$ cat src/rtl/fifo_if.sv
// Producer/consumer bundle for the single-clock FIFO: push side, pop side and status.
// The FIFO drives popData/full/empty; the user side drives push/pop/pushData.
// No clock or reset in here; those stay plain ports on the FIFO itself.
interface fifo_if #(
  parameter int bitWidth = 32
);
  logic                push;
  logic                pop;
  logic [bitWidth-1:0] pushData;
  logic [bitWidth-1:0] popData;
  logic                full;
  logic                empty;

  // User side: requests data movement and watches the status flags.
  modport master (
    output push, pop, pushData,
    input  popData, full, empty
  );

  // FIFO side: accepts requests and publishes head word plus flags.
  modport slave (
    input  push, pop, pushData,
    output popData, full, empty
  );
endinterface

$ cat src/rtl/fifo.sv
// Synchronous single-clock FIFO, any depth >= 2, show-ahead head word on popData.
// Latency: a pushed word is visible on popData the cycle after its push edge; pop has 0 read latency.
// Backpressure: full drops push unless a pop is accepted in the same cycle; pop on empty is ignored.
// Optional sticky overflow/underflow outputs when FIFO_ERR_FLAGS_EN is defined.
module fifo #(
  parameter int nrOfEntries = 16,
  parameter int bitWidth    = 32
) (
  input  logic   clock,
  input  logic   reset,
  fifo_if.slave  bus
`ifdef FIFO_ERR_FLAGS_EN
  ,
  output logic   overflow,
  output logic   underflow
`endif
);

  localparam int PtrW = $clog2(nrOfEntries);
  localparam int CntW = $clog2(nrOfEntries + 1);
  localparam logic [PtrW-1:0] LastIdx = PtrW'(nrOfEntries - 1);
  localparam logic [CntW-1:0] FullCnt = CntW'(nrOfEntries);

  logic [bitWidth-1:0] mem_q [nrOfEntries];
  logic [PtrW-1:0]     wr_ptr_q, wr_ptr_d;
  logic [PtrW-1:0]     rd_ptr_q, rd_ptr_d;
  logic [CntW-1:0]     count_q,  count_d;

  logic full_w;
  logic empty_w;
  logic wr_en;
  logic rd_en;

  // Flags decode straight off the registered count, so they never glitch.
  assign full_w  = (count_q == FullCnt);
  assign empty_w = (count_q == '0);

  // A write into a full FIFO is still legal when the head is leaving this cycle.
  assign rd_en = bus.pop  && !empty_w;
  assign wr_en = bus.push && (!full_w || rd_en);

  assign bus.full    = full_w;
  assign bus.empty   = empty_w;
  // Head word is gated to zero while empty so stale storage never leaks out.
  assign bus.popData = empty_w ? '0 : mem_q[rd_ptr_q];

  // Next pointers and occupancy; pointers wrap explicitly so any depth works.
  always_comb begin
    wr_ptr_d = wr_ptr_q;
    rd_ptr_d = rd_ptr_q;
    count_d  = count_q;
    if (wr_en) begin
      wr_ptr_d = (wr_ptr_q == LastIdx) ? '0 : wr_ptr_q + 1'b1;
    end
    if (rd_en) begin
      rd_ptr_d = (rd_ptr_q == LastIdx) ? '0 : rd_ptr_q + 1'b1;
    end
    if (wr_en && !rd_en) begin
      count_d = count_q + 1'b1;
    end else if (rd_en && !wr_en) begin
      count_d = count_q - 1'b1;
    end
  end

  // Control state with synchronous reset that overrides any request in the same cycle.
  always_ff @(posedge clock) begin
    if (reset) begin
      wr_ptr_q <= '0;
      rd_ptr_q <= '0;
      count_q  <= '0;
    end else begin
      wr_ptr_q <= wr_ptr_d;
      rd_ptr_q <= rd_ptr_d;
      count_q  <= count_d;
    end
  end

  // Storage is deliberately left uncleared by reset; empty gating hides old contents.
  always_ff @(posedge clock) begin
    if (!reset && wr_en) begin
      mem_q[wr_ptr_q] <= bus.pushData;
    end
  end

`ifdef FIFO_ERR_FLAGS_EN
  logic overflow_q,  overflow_d;
  logic underflow_q, underflow_d;

  // Sticky error flags: a dropped push or a pop with nothing stored.
  always_comb begin
    overflow_d  = overflow_q  || (bus.push && full_w && !bus.pop);
    underflow_d = underflow_q || (bus.pop && empty_w);
  end

  // Only reset clears the error flags.
  always_ff @(posedge clock) begin
    if (reset) begin
      overflow_q  <= 1'b0;
      underflow_q <= 1'b0;
    end else begin
      overflow_q  <= overflow_d;
      underflow_q <= underflow_d;
    end
  end

  assign overflow  = overflow_q;
  assign underflow = underflow_q;
`endif

endmodule

$ cat src/flat_wrapper.sv
// flat-port wrapper written by rule: the top's interface ports become plain ports
module fifo_flat 
#(
  parameter int nrOfEntries = 16,
  parameter int bitWidth    = 32
)
  (clock, reset, bus_push, bus_pop, bus_pushData, bus_popData, bus_full, bus_empty);
  fifo_if #(.bitWidth(bitWidth)) bus_i ();
  input  logic clock;
  input  logic reset;
  input wire logic [$bits(bus_i.push)-1:0] bus_push;
  input wire logic [$bits(bus_i.pop)-1:0] bus_pop;
  input wire logic [$bits(bus_i.pushData)-1:0] bus_pushData;
  output wire logic [$bits(bus_i.popData)-1:0] bus_popData;
  output wire logic [$bits(bus_i.full)-1:0] bus_full;
  output wire logic [$bits(bus_i.empty)-1:0] bus_empty;
  assign bus_i.push = bus_push;
  assign bus_i.pop = bus_pop;
  assign bus_i.pushData = bus_pushData;
  assign bus_popData = bus_i.popData;
  assign bus_full = bus_i.full;
  assign bus_empty = bus_i.empty;
  fifo #(.nrOfEntries(nrOfEntries), .bitWidth(bitWidth)) u_core (.clock(clock), .reset(reset), .bus(bus_i));
endmodule
$ cat config.mk
export PLATFORM = sky130hd
export DESIGN_NAME = fifo_flat
export DESIGN_NICKNAME = d
export VERILOG_FILES = /design/src/rtl/fifo_if.sv /design/src/rtl/fifo.sv /design/src/flat_wrapper.sv
export SDC_FILE = /design/constraint.sdc
export NUM_CORES = 1
export LEC_CHECK = 0
export BUFFER_PORTS_ARGS = -buffer_cell sky130_fd_sc_hd__buf_4
export CAP_MARGIN = 20
export CORE_MARGIN = 2
export CORE_UTILIZATION = 28
export CTS_BUF_LIST = sky130_fd_sc_hd__clkbuf_4
export DETAILED_ROUTE_END_ITERATION = 12
export PLACE_DENSITY_LB_ADDON = 0.1
export SLEW_MARGIN = 15
export SYNTH_ARGS = -nofsm -noshare
export SYNTH_HDL_FRONTEND = slang
export SYNTH_SLANG_ARGS = --single-unit
export TNS_END_PERCENT = 20
$ cat constraint.sdc
create_clock -name clock -period 5.9 [get_ports clock]
set_input_delay 1.475 -clock clock [delete_from_list [all_inputs] [get_ports clock]]
set_output_delay 1.475 -clock clock [all_outputs]
set_load 0.005 [all_outputs]
* Word-level counts from Yosys, hierarchy flattened
Memories as Yosys holds them, arrays and structs flattened. A register that Yosys moved wholly into a read port is not among the register bits.
Cells that the tools add are included.
** Storage, ports and cells
- Register bits after elaboration :: 13
- RAM bits :: 512
- Input bits :: 36
- Output and inout port bits :: 34
- Word-level logic and storage cells :: 33
- Memories :: 1
** Memories
- u_core.mem_q :: words 16, bits a word 32, rd ports 1, clocked after memory_dff 1, write ports 1, line fifo.sv:24 : logic [bitWidth-1:0] mem_q [nrOfEntries];
** Operators by class
- $add $sub $neg :: 4
- Eq/ne operators :: 3
- Multiplexer cells :: 9
- Reductions and logical operators :: 13
** Operators by type and width (number)
- 2-to-1 mux 32 bit :: 1
- 2-to-1 mux 4 bit :: 4
- 2-to-1 mux 5 bit :: 2
- adder 4 x 1 -> 4 bit (second input constant) :: 2
- == test 4 bit (second input constant) :: 2
- adder 5 x 1 -> 5 bit (second input constant) :: 1
- == test 5 bit (second input constant) :: 1
- logical AND 1 bit :: 5
- zero test 1 bit :: 5
- zero test 5 bit :: 1
- subtractor 5 x 1 -> 5 bit (second input constant) :: 1
- 2-to-1 mux 1 bit :: 2
- nonzero test 2 bit :: 1
- logical OR 1 bit :: 1

* Longest topological paths before layout
Gate-level depths: netlist of the first run.
- Word-level depth :: 9
- Mapped depth :: 11
- Depth with buffers taken out :: 10

* Worst setup path before layout of the first run
OpenSTA, ideal clock, no wires.
- Path kind :: input to register
- From :: input reset
- To :: memory u_core.mem_q[0][0], enable pin
- Library setup time :: 0.513 ns
- Data arrival time :: 5.303 ns
- Required time :: 5.387 ns
- Path slack :: 0.084 ns
- Stages on the path :: 3
- Path buffers :: 1
- Path through :: clkbuf_1 nor2_1 nor4b_1
** Between the ends
- Cells in the longest elaborated chain, start to end :: 4
** Ends and longest elaborated chain
- start: declaration :: line flat_wrapper.sv:10 : input logic reset;
- zero test 1 bit :: line fifo.sv:80 : if (!reset && wr_en) begin
- logical AND 1 bit :: line fifo.sv:80
- 2-to-1 mux 1 bit :: line fifo.sv:80
- 2-to-1 mux 1 bit (not written as such) :: line fifo.sv:81 : mem_q[wr_ptr_q] <= bus.pushData;
- end: declaration :: line fifo.sv:24
Every way passes these cells.

==> results of run 1 <==
-- registers in the layout, summed over array words and instances, names as in the netlist, named ones only --
register,count
u_core.rd_ptr_q,4
u_core.mem_q,512
u_core.wr_ptr_q,4
u_core.count_q,5
-- worst register-to-register path: cells and delay by family (launching register included) --
| family | cells | cell delay (ns) |
|---|---|---|
| AOI/OAI and AO/OA | 4 | 0.91 |
| and+or+nand+nor | 1 | 0.62 |
| adders and majority gates | 2 | 0.54 |
| DFF | 1 | 0.37 |
| muxes | 1 | 0.35 |
| buffers and inverters | 2 | 0.32 |
-- area by class of cell --
cell class	instances	area share [%]
Antenna cell	1	0.0104
Tap cell	950	4.94
Multi-Input combinational cell	317	18.2
Clock inverter	43	1.28
Clock buffer	217	6.76
Sequential cell	529	65.3
Timing Repair Buffer	104	3.40
Inverter	7	0.109
-- metal layers --
layer | GRT usage, % | up-vias | wire, µm
met5 | 0 | - | 12
met4 | 5.58 | 2 | 932
met3 | 4.61 | 82 | 3040
met2 | 21.8 | 273 | 24400
met1 | 18.1 | 5257 | 22700
li1 | - | 4372 | -
-- placed cells by master, fill, tap and decap left out, drive strengths merged, types with 3 or more instances in the layout --
cell type	n
and3	13
ha	9
inv	15
clkinv	28
a21oi	10
edfxtp	512
bufinv	5
nor3	33
mux4	128
clkbuf	217
nor2	18
nand3	3
buf	104
nor4	4
mux2i	34
dfxtp	17
nand2	8
a221o	32
o21ai	4
-- metrics by stage --
step | total power [W] | hold WS (ns) | worst slack, ns | util (%) | area [µm²]
2_1_floorplan | 0.00537 | 0.469 | 0.0837 | - | 20400
3_5_place_dp | 0.00605 | 0.486 | 1.70 | 30.9 | 22100
4_1_cts | 0.00955 | 0.479 | 0.590 | 33.6 | 24100
6_report | 0.00933 | 0.475 | 0.859 | 33.6 | 24100
3_3_place_gp | 0.00605 | 0.494 | 1.66 | 30.9 | 22100
5_1_grt | 0.00984 | 0.521 | 0.525 | 33.6 | 24100
-- power by group through the flow --
stage                     sequential (W)  clock (W)  combinational, W
after global placement           0.00438          0           0.00167
final                            0.00430    0.00342           0.00160
after CTS                        0.00431    0.00358           0.00167
after detailed placement         0.00439          0           0.00166
after floorplan                  0.00428          0           0.00109
after global routing             0.00431    0.00378           0.00175
-- cells by family (layout without fill, tap and decap cells) --
group	Yosys count	after routing	synth area share [%]
compound gates	53	53	2.32
xor+xnor	4	4	0.172
fa+ha+maj	10	10	0.651
buf+inv	57	371	1.54
flops	529	529	77.2
mux	163	163	15.9
other cells	0	1	0
simple gates	87	87	2.26
-- path summary, 6_finish.rpt --
| kind | start | to | slack (ns) | cells after the start |
|---|---|---|---|---|
| worst max-delay path | register | bus_popData[4] | 0.86 | 6 |
| worst min-delay path | u_core.rd_ptr_q[0] | register | 0.48 | 2 |
| worst max register to register | u_core.count_q[0] | u_core.count_q[4] | 2.69 | 10 |
| worst min register to register | u_core.rd_ptr_q[0] | register | 0.48 | 2 |
==> flow_summary.yaml, run 1 <==
outcome:
  status: "finished clean"
synth:
  synth.largest_area_cell: "edfxtp_1"
  synth_fp_nets: 949
  yosysSeqAreaShare_pct: 77.2
  synth_most_common_cell: "edfxtp_1"
  yosys_register_bits: 529
  synth_warnings: 0
  avgSynthCellArea_um2: 22.5
  synthFlopType: "edfxtp_1"
  synth_cell_types: 43
  yosys-top-cells-count: "edfxtp_1 (512), mux4_2 (128), mux2i_1 (34)"
  syn_area_um2: 20400
  syn-instance-count: 903
  synth-edff-count: 512
  netlist.area_leader.share_pct: 75.5
  synth_area_leaders: "edfxtp_1 (76%), mux4_2 (14%), dfxtp_1 (1.7%)"
  synthArstFlopShare_pct: 0
routing:
  firstDrtPassIters: 5
  drt_iter0_markers: 529
  wirelength_um: 51100
  wire_per_inst_um: 23.6
  drc: 0
  num_vias: 9986
  ant_nets: 0
  viasPerCell: 4.61
critical_path:
  endpoint_kind: "primary output"
  path_common_cell: "buf_4"
  max_stage_delay_ns: 0.96
  worstPathMaxFanout: 42
  worstPathCellList: "buf_4, mux4_2, mux2i_1, nor3_1, a221o_1, buf_4"
  crit_type: "register to primary output"
  critPathLaunchType: "register"
  worstPathRequired_ns: 4.43
  cp.arrival_ns: 3.57
  critical_path_buf_inv_count: 2
  crit_slowest_cell: "dfxtp_4"
  crit_family: "flip-flops"
layout:
  layout-drive-gt1-share_pct: 40.7
  fillerInstances: 6883
  area_delta_synth_final_pct: 18.3
  fin_nets: 1155
  final_cells: 2168
  multi_input_area_um2: 4380
  register_area_um2: 15700
grt:
  grt_pass1_vias: 11100
  gr-total-overflow: 0
  grt_max_degree: 44
  grtUsageTotal_pct: 14.0
  grt_pass1_wl_um: 74500
  antenna_found_initial: 2
timing:
  fin_tns_setup_ns: 0
  fin_skew_ns: 0.0577
  finalHoldViolations: 0
  timing.final.crit_period_ns: 5.04
  tightest_slew_ns: 0.936
  finalSetupViolations: 0
  rsz0062_at_grt: "false"
  period_share_pct: 85.4
  slew_headroom_pct: 37.6
  drv_slew: 0
  timing.fmax_mhz: 198
clock_network:
  cts_hold_buf: 0
  h-tree-depth: 4
  cts_resized: 0
  cts_inserted_buffers: 150
  cts_setup_buffers: 0
  cts_tree: "done"
  clkTransAtPathRegs_ns: 0.06
  ctsLongestPathBuffers: 3
  insertion_delay_ns: 0.95
  clockRootBuffer: "clkbuf_4"
  cts_sinks: 529
floorplan:
  die_h_um: 274
  core_area_um2: 71700
  chipWidth_um: 274
  rows: 98
  ioPinCount: 70
  die_area_um2: 74900
  initial_core_util_pct: 28.4
pwr:
  p_leak_nw: 7.68
  seqPwrFrac_pct: 46.1
  internal_power_w: 0.00691
  power_density_nw_per_um2: 387
  sw_frac_of_total_pct: 25.9
  peakVddDrop_v: 0.000170
  p_sw_w: 0.00242
  p_clk_share_pct: 36.7
  p_comb_share_pct: 17.2
placed_design:
  io_buffers: 69
  place_congestion: 0.681
  hpwl_um: 27300
  dpl.cell_count: 1907
job:
  maxCapViolCount: 0
hold_path:
  hp-class: "register to register"
Note: power is estimated with default switching activity, not from simulation.
==> inputs of run 2 (changes only) <==
==> constraint.sdc (replaced) <==
create_clock -name clock -period 5.9 [get_ports clock]
set_input_delay 0.59 -clock clock [delete_from_list [all_inputs] [get_ports clock]]
set_output_delay 0.59 -clock clock [all_outputs]
set_load 0.005 [all_outputs]
==> run 2 against run 1 <==
- first-iteration DRC count rose by 13%
- critical path type unchanged
- wire length is 0.89% lower
- register-to-register slack worse by 0.04 ns
- combinational power barely moved
- highest routed layer unchanged
- global-route usage down 0.14 points
==> flow_summary.yaml, run 2 (synthesized netlist as in run 1, its figures left out) <==
layout:
  fin_area_um2: 24300
  fin_nets: 1186
  final_cells: 2196
  reg_top3: "u_core.mem_q: 512 flops, u_core.count_q: 5 flops"
  area_delta_synth_final_pct: 19.4
  final_common_cell: "edfxtp_1"
  regMostFlops: "u_core.mem_q"
  layout_common_cells: "edfxtp_1 (512), clkbuf_4 (213), mux4_2 (128)"
  layout-drive-gt1-share_pct: 38.4
  largest_register_ffs: 512
floorplan:
  die_area_um2: 74900
  initial_core_util_pct: 28.4
  rows: 98
  core_area_um2: 71700
  chipWidth_um: 274
  die_h_um: 274
  ioPinCount: 70
clock_network:
  ctsLongestPathBuffers: 3
  clockRootBuffer: "clkbuf_4"
  cts_sinks: 529
  cts_tree: "done"
  insertion_delay_ns: 0.94
  cts_inserted_buffers: 152
  h-tree-depth: 4
  cts_resized: 0
  clkTransAtPathRegs_ns: 0.07
timing:
  tightest_slew_ns: 0.830
  drv_slew: 0
  timing.final.crit_period_ns: 4.16
  fin_tns_setup_ns: 0
  finalSetupViolations: 0
  rsz0062_at_grt: "false"
  period_share_pct: 70.5
  timing.fmax_mhz: 240
  fin_skew_ns: 0.0491
  slew_headroom_pct: 44.7
  finalHoldViolations: 0
hold_path:
  hp-class: "input pin to register"
routing:
  wirelength_um: 50700
  drt_iter0_markers: 597
  drc: 0
  firstDrtPassIters: 4
  wire_per_inst_um: 23.1
  num_vias: 10100
  ant_nets: 0
  viasPerCell: 4.58
critical_path:
  worstPathMaxFanout: 52
  worstPathRequired_ns: 5.31
  cp.arrival_ns: 3.57
  endpoint_kind: "primary output"
  critPathLaunchType: "register"
  worstPathCellList: "buf_12, mux4_2, mux2i_1, nor3_1, a221o_1, buf_4"
  crit_slowest_cell: "dfxtp_4"
  crit_type: "register to primary output"
  max_stage_delay_ns: 0.84
pwr:
  p_leak_nw: 7.74
  power_density_nw_per_um2: 379
  peakVddDrop_v: 0.000173
grt:
  gr-total-overflow: 0
  grt_max_degree: 53
  grt_pass1_wl_um: 74300
  grt_pass1_vias: 11300
  antenna_found_initial: 2
  grtUsageTotal_pct: 13.9
placed_design:
  io_buffers: 69
  dpl-instance-area_um2: 22100
  dpl.cell_count: 1900
  hpwl_um: 26000
  place_congestion: 0.675
job:
  maxCapViolCount: 0
outcome:
  status: "finished clean"
## run 2: changes by cell type in the layout (fill, tap and decap cells not counted), sizes merged
cell         previous run  this run
buf                   104        97
dlygate4sd3             0        36
bufinv                  5         3
clkbuf                217       213
inv                    15        10
clkinv                 28        38
## run 2: final timing paths
path / start / endpoint / slack, ns / cells past startpoint
max: register / bus_popData[26] / 1.74 / 6
min: bus_pushData[5] / u_core.mem_q[0][5] / 0.49 / 2
max reg2reg: u_core.count_q[0] / u_core.count_q[4] / 2.65 / 10
min reg2reg: u_core.wr_ptr_q[0] / u_core.wr_ptr_q[0] / 0.49 / 2
## run 2: timing repair
action,4_1_cts,5_1_grt
hold buffers,36,0
setup buffers,0,0
hold endpoints to repair,528,0
## run 2: layer usage
layer | global-route usage (%) | part of all wire, % | vias up
met5 | 0 | 0.026 | -
met4 | 5.09 | 1.8 | 2
met3 | 3.91 | 4.3 | 77
met2 | 21.7 | 48 | 233
met1 | 18.4 | 46 | 5313
li1 | - | - | 4433
## run 2: area by class of cell
cell class	instances	area [µm²]
repair buffers	133	1130
fillers	6859	47400
well taps	950	1190
inverters	7	26.3
clock inverters	46	264
flip-flops and latches	529	15700
clock buffers	213	1600
diodes	1	2.50
multi-input cells	317	4380
## run 2: critical path: cells and delay by family (launching register included)
| family | cells | cell delay, ns |
|---|---|---|
| buffers and inverters | 2 | 0.55 |
| AND/OR/NAND/NOR | 1 | 0.09 |
| AO/OA/AOI/OAI | 1 | 0.31 |
| multiplexers | 2 | 0.76 |
| flip-flops | 1 | 0.84 |
## run 2: through the flow
stage	power, W	hold WS [ns]	util, %	setup slack, ns
2_1_floorplan	0.00537	0.469	-	0.969
3_3_place_gp	0.00603	0.483	30.8	2.55
3_5_place_dp	0.00602	0.491	30.8	2.55
4_1_cts	0.00945	0.322	33.9	1.41
5_1_grt	0.00974	0.377	33.9	1.34
6_report	0.00923	0.491	33.9	1.74
## run 2: report_power, final
part           internal (W)  total [W]  switching [W]
sequential          0.00418    0.00430       0.000125
combinational      0.000835    0.00160       0.000764
clock               0.00178    0.00332        0.00154
total               0.00680    0.00923        0.00243
